**config.mk**
```make
export PLATFORM = sky130hd
export DESIGN_NAME = pos_mem_arbiter
export DESIGN_NICKNAME = d
export VERILOG_FILES = /design/src/rtl/pos_mem_arbiter.sv
export SDC_FILE = /design/constraint.sdc
export NUM_CORES = 1
export LEC_CHECK = 0
export ABC_AREA = 0
export BUFFER_PORTS_ARGS = -buffer_cell sky130_fd_sc_hd__buf_2
export CAP_MARGIN = 20
export CORE_AREA = 4 4 188 190
export DETAILED_ROUTE_END_ITERATION = 16
export DIE_AREA = 0 0 192 194
export PLACE_DENSITY_LB_ADDON = 0.3
export SLEW_MARGIN = 40
export SYNTH_ARGS = -nofsm -noshare
export SYNTH_HDL_FRONTEND = slang
export SYNTH_SLANG_ARGS = --single-unit
```
**constraint.sdc**
```tcl
create_clock -name clk -period 3.01 [get_ports clk]
set_clock_uncertainty 0.1 [all_clocks]
set_input_delay 0.1505 -clock clk [delete_from_list [all_inputs] [get_ports clk]]
set_output_delay 0.1505 -clock clk [all_outputs]
set_load 0.05 [all_outputs]
```
**src/rtl/pos_mem_arbiter.sv**
```systemverilog
// rtl/pos_mem_arbiter.sv - round-robin read arbiter for the shared position memory
// Loader writes pre-empt solver reads; read returns are tracked by a {valid, id} pipeline.
module pos_mem_arbiter #(
   parameter int NUM_REQ  = 4,
   parameter int ADDR_LEN = 12,
   parameter int DATA_W   = 96,
   parameter int RD_LAT   = 2
) (
   input  logic                        clk,
   input  logic                        reset,
   input  logic [NUM_REQ-1:0]          req,
   input  logic [NUM_REQ*ADDR_LEN-1:0] req_addr,
   output logic [NUM_REQ-1:0]          grant,
   output logic [NUM_REQ-1:0]          rvalid,
   output logic [DATA_W-1:0]           rdata,
   input  logic                        ext_we,
   input  logic [ADDR_LEN-1:0]         ext_addr,
   input  logic [DATA_W-1:0]           ext_wdata,
   output logic [ADDR_LEN-1:0]         mem_addr,
   output logic                        mem_we,
   output logic [DATA_W-1:0]           mem_wdata,
   input  logic [DATA_W-1:0]           mem_rdata,
   output logic [15:0]                 conflict_count
);

   localparam int PTR_W = (NUM_REQ > 1) ? $clog2(NUM_REQ) : 1;

   logic [PTR_W-1:0] rr_ptr_q, rr_ptr_d;
   logic [PTR_W-1:0] grant_idx;
   logic             grant_found;
   logic             issue;
   logic [PTR_W:0]   cand_sum;
   logic [PTR_W-1:0] cand;

   logic             pipe_vld_q [RD_LAT];
   logic             pipe_vld_d [RD_LAT];
   logic [PTR_W-1:0] pipe_id_q  [RD_LAT];
   logic [PTR_W-1:0] pipe_id_d  [RD_LAT];

   logic [15:0]      conflict_count_q, conflict_count_d;

   // First requester at or above rr_ptr, wrapping modulo NUM_REQ.
   always_comb begin
      grant_found = 1'b0;
      grant_idx   = '0;
      cand_sum    = '0;
      cand        = '0;
      for (int k = 0; k < NUM_REQ; k++) begin
         cand_sum = {1'b0, rr_ptr_q} + (PTR_W+1)'(k);
         if (cand_sum >= (PTR_W+1)'(NUM_REQ)) begin
            cand_sum = cand_sum - (PTR_W+1)'(NUM_REQ);
         end
         cand = cand_sum[PTR_W-1:0];
         if (!grant_found && req[cand]) begin
            grant_found = 1'b1;
            grant_idx   = cand;
         end
      end
      issue = grant_found && !reset && !ext_we;
   end

   always_comb begin
      rr_ptr_d = rr_ptr_q;
      if (reset) begin
         rr_ptr_d = '0;
      end else if (issue) begin
         rr_ptr_d = (grant_idx == PTR_W'(NUM_REQ-1)) ? '0 : grant_idx + PTR_W'(1);
      end

      pipe_vld_d[0] = issue;
      pipe_id_d[0]  = grant_idx;
      for (int i = 1; i < RD_LAT; i++) begin
         pipe_vld_d[i] = pipe_vld_q[i-1];
         pipe_id_d[i]  = pipe_id_q[i-1];
      end
      // Dropping the valids discards any read still in flight.
      if (reset) begin
         for (int i = 0; i < RD_LAT; i++) begin
            pipe_vld_d[i] = 1'b0;
         end
      end

      conflict_count_d = conflict_count_q;
      if (reset) begin
         conflict_count_d = '0;
      end else if (((req & ~grant) != '0) && (conflict_count_q != 16'hFFFF)) begin
         conflict_count_d = conflict_count_q + 16'd1;
      end
   end

   always_ff @(posedge clk) begin
      rr_ptr_q         <= rr_ptr_d;
      pipe_vld_q       <= pipe_vld_d;
      pipe_id_q        <= pipe_id_d;
      conflict_count_q <= conflict_count_d;
   end

   always_comb begin
      grant = '0;
      if (issue) begin
         grant[grant_idx] = 1'b1;
      end
      rvalid = '0;
      if (pipe_vld_q[RD_LAT-1]) begin
         rvalid[pipe_id_q[RD_LAT-1]] = 1'b1;
      end
      rdata          = mem_rdata;
      mem_we         = ext_we && !reset;
      mem_addr       = ext_we ? ext_addr : req_addr[grant_idx*ADDR_LEN +: ADDR_LEN];
      mem_wdata      = ext_wdata;
      conflict_count = conflict_count_q;
   end

endmodule
```
-- Yosys cells after proc, flatten, opt, wreduce, memory -nomap -nowiden
Index checks and enable logic that the tools add are counted.
- register bits: 24
- bits of input ports: 259
- output and inout port bits: 229
- logic and storage cells: 76
- $add $sub $neg: 9
- multipliers: 1
- $lt $le $gt $ge: 12
- equal/unequal tests: 2
- shift-type cells: 1
- mux-type cells: 28
- bitwise logic cells: 2
- reduce and logical (&&, ||, !) cells: 15
- operators by type and width (cell ; number):
    indexed part select 48 x 7 -> 12 bit ; 1
    less-than comparator 2 x 3 -> 1 bit (second input constant) ; 6
    two-way mux 2 bit ; 9
    adder 16 x 1 -> 16 bit (second input constant) ; 1
    != test 16 bit (second input constant) ; 1
    two-way mux 12 bit ; 1
    two-way mux 1 bit ; 10
    >= comparator 3 bit (second input constant) ; 3
    logical AND 1 bit ; 9
    binary-select mux 1 bit (select 2 bit) ; 4
    two-way mux 4 bit ; 2
    subtractor 2 x 1 -> 2 bit (second input constant) ; 4
    adder 2 x 2 -> 3 bit (second input constant) ; 2
    zero test 1 bit ; 5
    AND 4 bit ; 1
    demux 1 bit (select 2 bit) ; 2
    >= comparator 2 x 1 -> 1 bit (second input constant) ; 2
    multiplier 2 x 2 -> 4 bit (second input constant) ; 1
    NOT 4 bit ; 1
    nonzero test 4 bit ; 1
    adder 2 x 1 -> 3 bit (second input constant) ; 1
    >= comparator 2 x 3 -> 1 bit (second input constant) ; 1
    adder 2 x 1 -> 2 bit (second input constant) ; 1
    equality test 2 bit (second input constant) ; 1

-- Logic depth before layout (Yosys ltp)
Gate-level depths: netlist of run 1.
- depth after elaboration: 23
- mapped depth: 14
- gate-level depth less buffers: 11

-- Least setup slack after synthesis of run 1
OpenSTA, ideal clock, no wires.
- path type: flip-flop to output port
- start: register rr_ptr_q[1]
- end: output mem_addr[0]
- arrival time: 2.949 ns
- required time: 2.759 ns
- path slack: -0.189 ns
- cell stages (with the launch flop): 10
- path buffers: 3
- cells stage by stage: dfxtp_1 mux2i_1 nor2_1 or3_1 clkbuf_1 buf_2 buf_4 mux2i_1 mux2_2 o21ai_0
- word-level cells in the longest chain between the ends: 17
- elaborated cells between the ends (all ways): 39
- classes of those cells: 7 x add/sub; 1 x mul; 4 x order compare; 1 x shift; 20 x mux; 6 x reduce/logical
- ends and longest elaborated chain (element ; line ; source):
    from (decl) ; 28 ; logic [PTR_W-1:0] rr_ptr_q, rr_ptr_d;
    from (signal assigned) ; 92 ; rr_ptr_q <= rr_ptr_d;
    branches (longest 13 deep; another with adder 2 x 1 -> 3 bit) ; -- ;
    two-way mux 2 bit (*) ; 54 ; if (!grant_found && req[cand]) begin
    multiplier 2 x 2 -> 4 bit (*) ; 109 ; mem_addr = ext_we ? ext_addr : req_addr[grant_idx*ADDR_LEN +: ADDR_LEN];
    indexed part select 48 x 7 -> 12 bit (*) ; 109 ;
    two-way mux 12 bit (*) ; 109 ;
    to (decl) ; 19 ; output logic [ADDR_LEN-1:0] mem_addr,
Every way passes the cells marked *. The select of a mux whose other input is x is not followed.

-- Worst setup path after layout of run 1
- start: register rr_ptr_q[1]
- end: register conflict_count_q[6], in the netlist conflict_count[6]
- word-level cells in the longest chain between the ends: 23
- elaborated cells between the ends (all ways): 49
- classes of those cells: 7 x add/sub; 6 x order compare; 23 x mux; 2 x bitwise; 11 x reduce/logical
- ends and longest elaborated chain (element ; line ; source):
    branches (longest 18 deep; another with adder 2 x 1 -> 3 bit) ; -- ;
    two-way mux 4 bit (*) ; 100 ; if (issue) begin
    NOT 4 bit (*) ; 86 ; end else if (((req & ~grant) != '0) && (conflict_count_q != 16'hFFFF)) begin
    AND 4 bit (*) ; 86 ;
    nonzero test 4 bit (*) ; 86 ;
    logical AND 1 bit (*) ; 86 ;
    to (signal assigned) ; 95 ; conflict_count_q <= conflict_count_d;
    to (decl) ; 40 ; logic [15:0] conflict_count_q, conflict_count_d;
Marked as above.
A chain may end at the register's enable or synchronous reset.

==> metrics, run 1 <==
Initial Util 0.106; drt wl/cell 15.1 um; critical path type flop to flop; Final Hold Violating Endpoints 0; Crit path arrival time 2890 ps; Synth warnings 0; maximum clock frequency 354 MHz; cell taking the most area after synthesis buf_4; Final period util 0.938; class of the worst hold path input port to output port; Worst EP required 3070 ps; Max Cap Viol 0; status finished clean; HPWL after DPL 9900 um; drt total wl 12300 um; Leak 0.00147 uW; CP Launch Type flop; final-stage net count 629; Async S/R FF share, synth 0; Slew HR 0.562; drt initial violations 121; hold bufs inserted after CTS 0; Slew @ Worst Pin 648 ps; clk sinks 24; DRC errors left 0; Core Area 33400 um^2; Finish-stage setup viols 0; switching share of power 0.374; die width 192 um; P per Cell Area 374 nW/um^2; unique cell type count in the Yosys netlist 41; grt ovf 0; vias in the first global route 2686; fin. max-slew vios 0; maximum clock path buffer count 2; most common cell in the synthesized netlist buf_4; Tmin final 2820 ps; crit path capture type flop; sw power 464 uW; Worst-Skew Late Latency 270 ps; # diodes 0; clock slew at reported path FFs 70 ps; main flop type after synthesis dfxtp_1; Post-synth EDFFs 0; Final WS setup 187 ps; CTS Buf Count 3; Die Span Y 194 um; first-pass GRT wire length 17000 um; clock power share 0.328; post-place setup slack 69.2 ps; gp weighted congestion 0.679; post-synth top area share 0.409; number of vias per cell 3.19; internal power 777 uW; port bufs 103; Logic pwr share 0.388; CTS tree yes; synth cell count leaders buf_4, nand2_1, mux2i_1; detailed-route via count 2597; Syn Nets 717; proportion of synthesized chip area in sequential cells 0.136; drt first pass iters 4; DIE AREA 37200 um^2; Cell Area, Synth 3540 um^2; Area Growth Syn to Fin -6.33%; top post-synthesis cells by area buf_4, dfxtp_1, mux2i_1; Seq pwr share 0.284; H-Tree Depth 1; syn avg cell area 7.76 um^2; Worst IR Drop VDD 0.200 mV; #FFs+latches synth 24; Final ANT Viol Nets 0; crit-path max FO 7; clk root buf clkbuf_16; fraction of layout cells with a size suffix above 1 0.403; WHS 201 ps; # rows 67; largest net degree at the start of global routing 34; Synth Instances 456; GRT Total Usage 0.0615; # IOs 488; initial antenna violation count 0
[critical path, stage by stage, from the launching register on]
cell and delay, ps:
dfxtp_2 330, buf_4 140, nand2_1 90, a21oi_1 90, or3_2 430, inv_1 70, ha_1 160, inv_1 60
o21ai_2 130, o211ai_1 230, o21ai_2 300, buf_6 170, o22ai_1 100, mux2_1 310
[repair_timing]
action | CTS | global route
setup endpoints to repair | 0 | 20
buffers inserted | 0 | 1
resized for setup | 0 | 10
[state kept, by name, indices dropped and copies added, names as in the netlist]
name,count
conflict_count,16
pipe_id_d,2
pipe_id_q,2
pipe_vld_q,2
rr_ptr_q,2
[power groups by stage]
stage / logic, uW / clock network (uW) / registers [uW]
after global routing: 523 / 432 / 356
after floorplan: 1000 / 0 / 375
after detailed placement: 480 / 0 / 360
after CTS: 482 / 426 / 352
final: 481 / 407 / 353
after global placement: 482 / 0 / 360
[layout by cell type (no fill, tap or decap), drive strengths merged, types with 2 or more instances in the layout]
cell | Yosys | final
nand4 | 7 | 7
and3 | 8 | 8
nor2b | 17 | 17
o21bai | 6 | 6
nor3 | 4 | 4
ha | 2 | 2
o211ai | 9 | 9
dfxtp | 24 | 24
inv | 10 | 10
and2 | 2 | 2
or2 | 3 | 3
mux2 | 26 | 26
o21ai | 20 | 20
o41ai | 3 | 3
nand2 | 27 | 27
nand3 | 2 | 2
a21oi | 3 | 3
mux2i | 26 | 26
buf | 200 | 115
and4 | 6 | 6
clkbuf | 9 | 4
o22ai | 12 | 12
nor2 | 21 | 21
[metal layers]
layer  routed length, um  track usage
met5                   0            0
met4                1430       0.0708
met3                1480       0.0254
met2                5730        0.102
met1                3680       0.0508
[logic make-up (layout without fill, tap and decap cells)]
group / after synthesis / after routing / share of synthesized area
fa+ha+maj: 2 / 2 / 0.00707
flops: 24 / 24 / 0.136
compound gates: 57 / 57 / 0.108
mux: 52 / 52 / 0.156
simple gates: 102 / 102 / 0.150
buf+inv: 219 / 130 / 0.443
[area by class of cell]
class / instances / area, um^2
Fill cell: 3897 / 30100
Multi-Input combinational cell: 213 / 1510
Timing Repair Buffer: 116 / 623
Tap cell: 448 / 561
Sequential cell: 24 / 482
Clock buffer: 3 / 75.1
Inverter: 10 / 40.0
Clock inverter: 1 / 30.0
[per-stage QoR]
stage | setup TNS [ps] | std cells | power [uW] | instance area (um^2) | utilization
5_1_grt | -19.2 | 815 | 1310 | 3320 | 0.0991
6_report | 0 | 815 | 1240 | 3320 | 0.0991
3_5_place_dp | 0 | 809 | 841 | 3170 | 0.0948
3_3_place_gp | 0 | 809 | 842 | 3170 | 0.0948
2_1_floorplan | 0 | 456 | 1380 | 3540 | -
4_1_cts | 0 | 813 | 1260 | 3280 | 0.0979
[worst paths after layout]
path,depth (start not counted),end,start,slack [ps]
max,13,conflict_count[6]$_SDFFE_PP0P_,rr_ptr_q[1]$_SDFFE_PP0P_,190
max reg2reg,13,conflict_count[6]$_SDFFE_PP0P_,rr_ptr_q[1]$_SDFFE_PP0P_,190
min reg2reg,0,pipe_id_q[0]$_DFF_P_,pipe_id_d[0]$_DFF_P_,230
min,0,rdata[15],mem_rdata[15],200
(Power assumes the default switching activity.)
==> run 2, diff against run 1 <==
ABC_CLOCK_PERIOD_IN_PS = 3010   (was not set)
GPL_TIMING_DRIVEN = 0   (was not set)
==> run 2 against run 1 <==
  * Sequential share of layout area down 6.2 points
  * First-iteration DRC count down 16%
  * Final cell count up 48%
  * Combinational power rose to 2.7 times the previous value
  * Total power up 68%
  * Critical path depth unchanged
  * Wire length up 33%
  * Clock power down 1%
  * Worst hold slack worse by 47 ps
  * Die area unchanged
  * Worst setup slack better by 8.0 ps
  * Critical endpoint is now conflict_count[11]$_SDFFE_PP0P_
  * Largest power group unchanged
  * Highest routed layer is now met5
==> metrics, run 2 (synthesis gave the netlist of run 1 again) <==
status finished clean; clock slew at reported path FFs 70 ps; Max Cap Viol 0; area of the multi-input gates 1530 um^2; P per Cell Area 360 nW/um^2; maximum clock path buffer count 2; GRT Total Usage 0.0774; Area Growth Syn to Fin 63.3%; Final ANT Viol Nets 0; maximum clock frequency 355 MHz; commonest non-fill, non-tap cell in the layout buf_2; critical path type flop to flop; Top Metal Used met5; detailed-route via count 3945; WL met2 9360 um; commonest non-fill, non-tap cells in the layout buf_2, buf_4, nand2_1, mux2i_1, dfxtp_1; largest net degree at the start of global routing 15; DIE AREA 37200 um^2; Worst IR Drop VDD 0.174 mV; fin. max-slew vios 0; Finish-stage setup viols 0; Final Hold Violating Endpoints 0; Final period util 0.935; max reg flops 16; CTS Buf Count 3; fraction of layout cells with a size suffix above 1 0.706; # IOs 488; Reg area 482 um^2; Leak 0.00316 uW; Die Span Y 194 um; initial antenna violation count 4; crit-path max FO 10; Layout Utilization 0.173; Met3 Routed Length 1810 um; sw power 1040 uW; clk sinks 24; number of vias per cell 3.27; class of the worst hold path input port to flop; final-stage net count 1018; fin cells 1205; port bufs 293; Tmin final 2820 ps; # rows 67; vias in the first global route 3958; drt initial violations 102; Slew HR 0.552; Logic pwr share 0.635; clk root buf clkbuf_16; RSZ-0062 raised after global routing no; Overall Power 2080 uW; CTS tree yes; die width 192 um; Core Area 33400 um^2; Crit path arrival time 2880 ps; crit path capture type flop; drt total wl 16400 um; Initial Util 0.106; internal power 1040 uW; DRC errors left 0; Worst EP required 3070 ps; drt wl/cell 13.6 um; H-Tree Depth 1; HPWL after DPL 14500 um; Placed Cells 1197; clock power share 0.194; DRT met1 WL 5020 um; CP Launch Type flop; grt ovf 0; gp weighted congestion 0.771; Slew @ Worst Pin 670 ps; drt first pass iters 4; first-pass GRT wire length 22200 um; Worst-Skew Late Latency 270 ps; Seq pwr share 0.171; filler instances 3791; switching share of power 0.501
==> run 2: cell types whose count changed in the layout (fill, tap and decap cells not counted), moves of 4 or more <==
cell      previous run  this run
buf_4               11       200
buf_2              102       290
buf_6                2         6
clkbuf_1             0         6
==> run 2: per-layer routing <==
metal | global-route usage | vias up
li1 | - | 1944
met1 | 0.0678 | 1718
met2 | 0.168 | 268
met3 | 0.0185 | 13
met4 | 0.0198 | 2
met5 | 0 | -
==> run 2: timing repair <==
action	in CTS	in global routing
endpoints found under the setup margin	28	25
pin swaps	1	1
setup buffers	4	0
resized for setup	16	7
hold buffers	0	0
==> run 2: worst paths after layout <==
| check | slack (ps) | start | cells after the start | to |
|---|---|---|---|---|
| hold reg to reg | 230 | pipe_id_d[1]$_DFF_P_ | 0 | pipe_id_q[1]$_DFF_P_ |
| hold / removal | 150 | req[1] | 3 | pipe_vld_q[1]$_SDFF_PP0_ |
| setup / recovery | 190 | rr_ptr_q[1]$_SDFFE_PP0P_ | 13 | conflict_count[11]$_SDFFE_PP0P_ |
| setup reg to reg | 190 | rr_ptr_q[1]$_SDFFE_PP0P_ | 13 | conflict_count[11]$_SDFFE_PP0P_ |
==> run 2: metrics by stage <==
step | area, um^2 | setup WS, ps | setup TNS [ps] | hold slack [ps]
3_3_place_gp | 5570 | -683 | -8190 | 216
5_1_grt | 5780 | 13.7 | 0 | 192
4_1_cts | 5760 | 2.45 | 0 | 144
3_5_place_dp | 5580 | -680 | -8170 | 215
2_1_floorplan | 3540 | 0.438 | 0 | 210
6_report | 5780 | 195 | 0 | 154
==> run 2: power groups by stage <==
stage / logic [uW] / clock network [uW] / registers, uW
finish: 1320 / 403 / 356
global route: 1400 / 425 / 359
CTS: 1340 / 421 / 356
detailed placement: 1320 / 0 / 363
global placement: 1310 / 0 / 362
floorplan: 1000 / 0 / 375
==> run 2: critical path: stages, from the launching register on <==
cell and delay, ps:
dfxtp_2 380, mux2i_1 200, nor2_1 80, or3_4 430, buf_6 140, inv_1 40, ha_1 150, inv_1 60
o21ai_2 190, o211ai_1 150, o21ai_2 200, buf_6 170, o22ai_1 110, mux2_1 310
==> run 2: layout make-up <==
cell class / instances / area share
Tap cell: 448 / 0.0969
Clock inverter: 1 / 0.00519
Buffer: 208 / 0.269
Sequential cell: 24 / 0.0833
Inverter: 10 / 0.00692
Antenna cell: 1 / 0.000433
Multi-Input combinational cell: 213 / 0.265
Timing Repair Buffer: 297 / 0.261
Clock buffer: 3 / 0.0130
==> run 3, diff against run 2 <==
RECOVER_POWER = 100   (was not set)
==> run 3 against run 2 <==
  * Register-to-register slack about the same
  * Via count about the same
  * Total power down 2.1%
  * Global-route usage unchanged
  * Sequential share of layout area up 0.45 points
  * Final cell count unchanged
  * Sequential cell count unchanged
  * Worst setup slack worse by 15 ps
  * Core utilization down 0.88 points
  * Largest power group unchanged
==> metrics, run 3 (synthesis gave the netlist of run 1 again) <==
Final WS setup 180 ps; Final period util 0.940; hold bufs inserted after CTS 0; # IOs 488; CP cell instances mux2i_1, nor2_1, or3_4, buf_6, inv_1, ha_1, inv_1, o21ai_2, o211ai_1, o21ai_2, clkbuf_2, o22ai_1, mux2_2; crit path capture type flop; initial antenna violation count 4; clk root buf clkbuf_16; Slew HR 0.270; Layout Utilization 0.164; clk sinks 24; class of the worst hold path input port to flop; RSZ-0062 raised after global routing no; Core Area 33400 um^2; # rows 67; CTS Buf Count 3; number of vias per cell 3.28; drt first pass iters 4; Finish-stage setup viols 0; port bufs 293; Final ANT Viol Nets 0; fraction of layout cells with a size suffix above 1 0.415; Tmin final 2830 ps; commonest non-fill, non-tap cells in the layout clkbuf_1, buf_4, buf_2; largest net degree at the start of global routing 15; die width 192 um; crit-path max FO 5; Worst IR Drop VDD 0.174 mV; CP Launch Type flop; CTS tree yes; first-pass GRT wire length 22200 um; maximum clock path buffer count 2; max reg flops 16; drt initial violations 96; post-place setup slack -680 ps; gp weighted congestion 0.771; Die Span Y 194 um; Max Cap Viol 0; Crit path arrival time 2900 ps; Leak 0.00252 uW; Worst EP required 3080 ps; filler instances 3920; clock slew at reported path FFs 70 ps; fin. max-slew vios 0; P per Cell Area 371 nW/um^2; DRC errors left 0; grt ovf 0; drt wl/cell 13.7 um; final-stage net count 1018; status finished clean; Worst-Skew Late Latency 270 ps; CP max stage cell or3_4; HPWL after DPL 14500 um; Initial Util 0.106; Final Hold Violating Endpoints 0; commonest non-fill, non-tap cell in the layout clkbuf_1; critical path type flop to flop; drt total wl 16500 um; GRT Total Usage 0.0774; CP max stage delay 420 ps; DIE AREA 37200 um^2; Area Growth Syn to Fin 55.0%; detailed-route via count 3947; maximum clock frequency 353 MHz; H-Tree Depth 1; Slew @ Worst Pin 1080 ps; vias in the first global route 3958
[run 3: worst max-delay path: cells and delay by family (launching register included)]
kind	cells	cell delay [ps]
fa+ha+maj	1	150
buf+inv	4	430
flops	1	380
compound gates	4	650
simple gates	2	500
mux	2	510
[run 3: worst paths after layout]
| kind | depth (start not counted) | from | end | slack (ps) |
|---|---|---|---|---|
| max | 13 | rr_ptr_q[1]$_SDFFE_PP0P_ | conflict_count[3]$_SDFFE_PP0P_ | 180 |
| min | 3 | req[1] | pipe_vld_q[1]$_SDFF_PP0_ | 220 |
| max reg2reg | 13 | rr_ptr_q[1]$_SDFFE_PP0P_ | conflict_count[3]$_SDFFE_PP0P_ | 180 |
| min reg2reg | 0 | pipe_id_d[1]$_DFF_P_ | pipe_id_q[1]$_DFF_P_ | 230 |
[run 3: metrics by stage]
stage	hold slack (ps)	instance area (um^2)	total power (uW)	setup TNS, ps	instances
finish	221	5490	2040	0	1205
global route	247	5480	2140	0	1204
CTS	144	5760	2120	0	1205
detailed placement	215	5580	1680	-8170	1197
global placement	216	5570	1680	-8190	1197
floorplan	210	3540	1380	0	456
[run 3: layout make-up]
class,count,area (um^2),area share
diodes,1,2.50,0.000456
inverters,10,40.0,0.00730
multi-input cells,213,1530,0.278
plain buffers,208,1550,0.283
clock inverters,1,30.0,0.00547
well taps,448,561,0.102
clock buffers,3,75.1,0.0137
flip-flops and latches,24,482,0.0878
repair buffers,297,1220,0.222
[run 3: report_power, final]
part           switching [uW]  internal (uW)  total, uW
clock                     136            265        401
combinational             893            387       1280
sequential               19.2            336        356
total                    1050            989       2040
[run 3: routing by layer]
metal	track usage	vias to the layer above	wire, um
li1	-	1945	-
met1	0.0678	1713	5170
met2	0.168	272	9330
met3	0.0185	15	1790
met4	0.0198	2	227
met5	0	-	13
[run 3: timing repair]
item | in CTS | in global routing
endpoints found under the setup margin | 28 | 25
pin swaps | 1 | 1
gates resized for setup | 16 | 7
setup buffers | 4 | 0
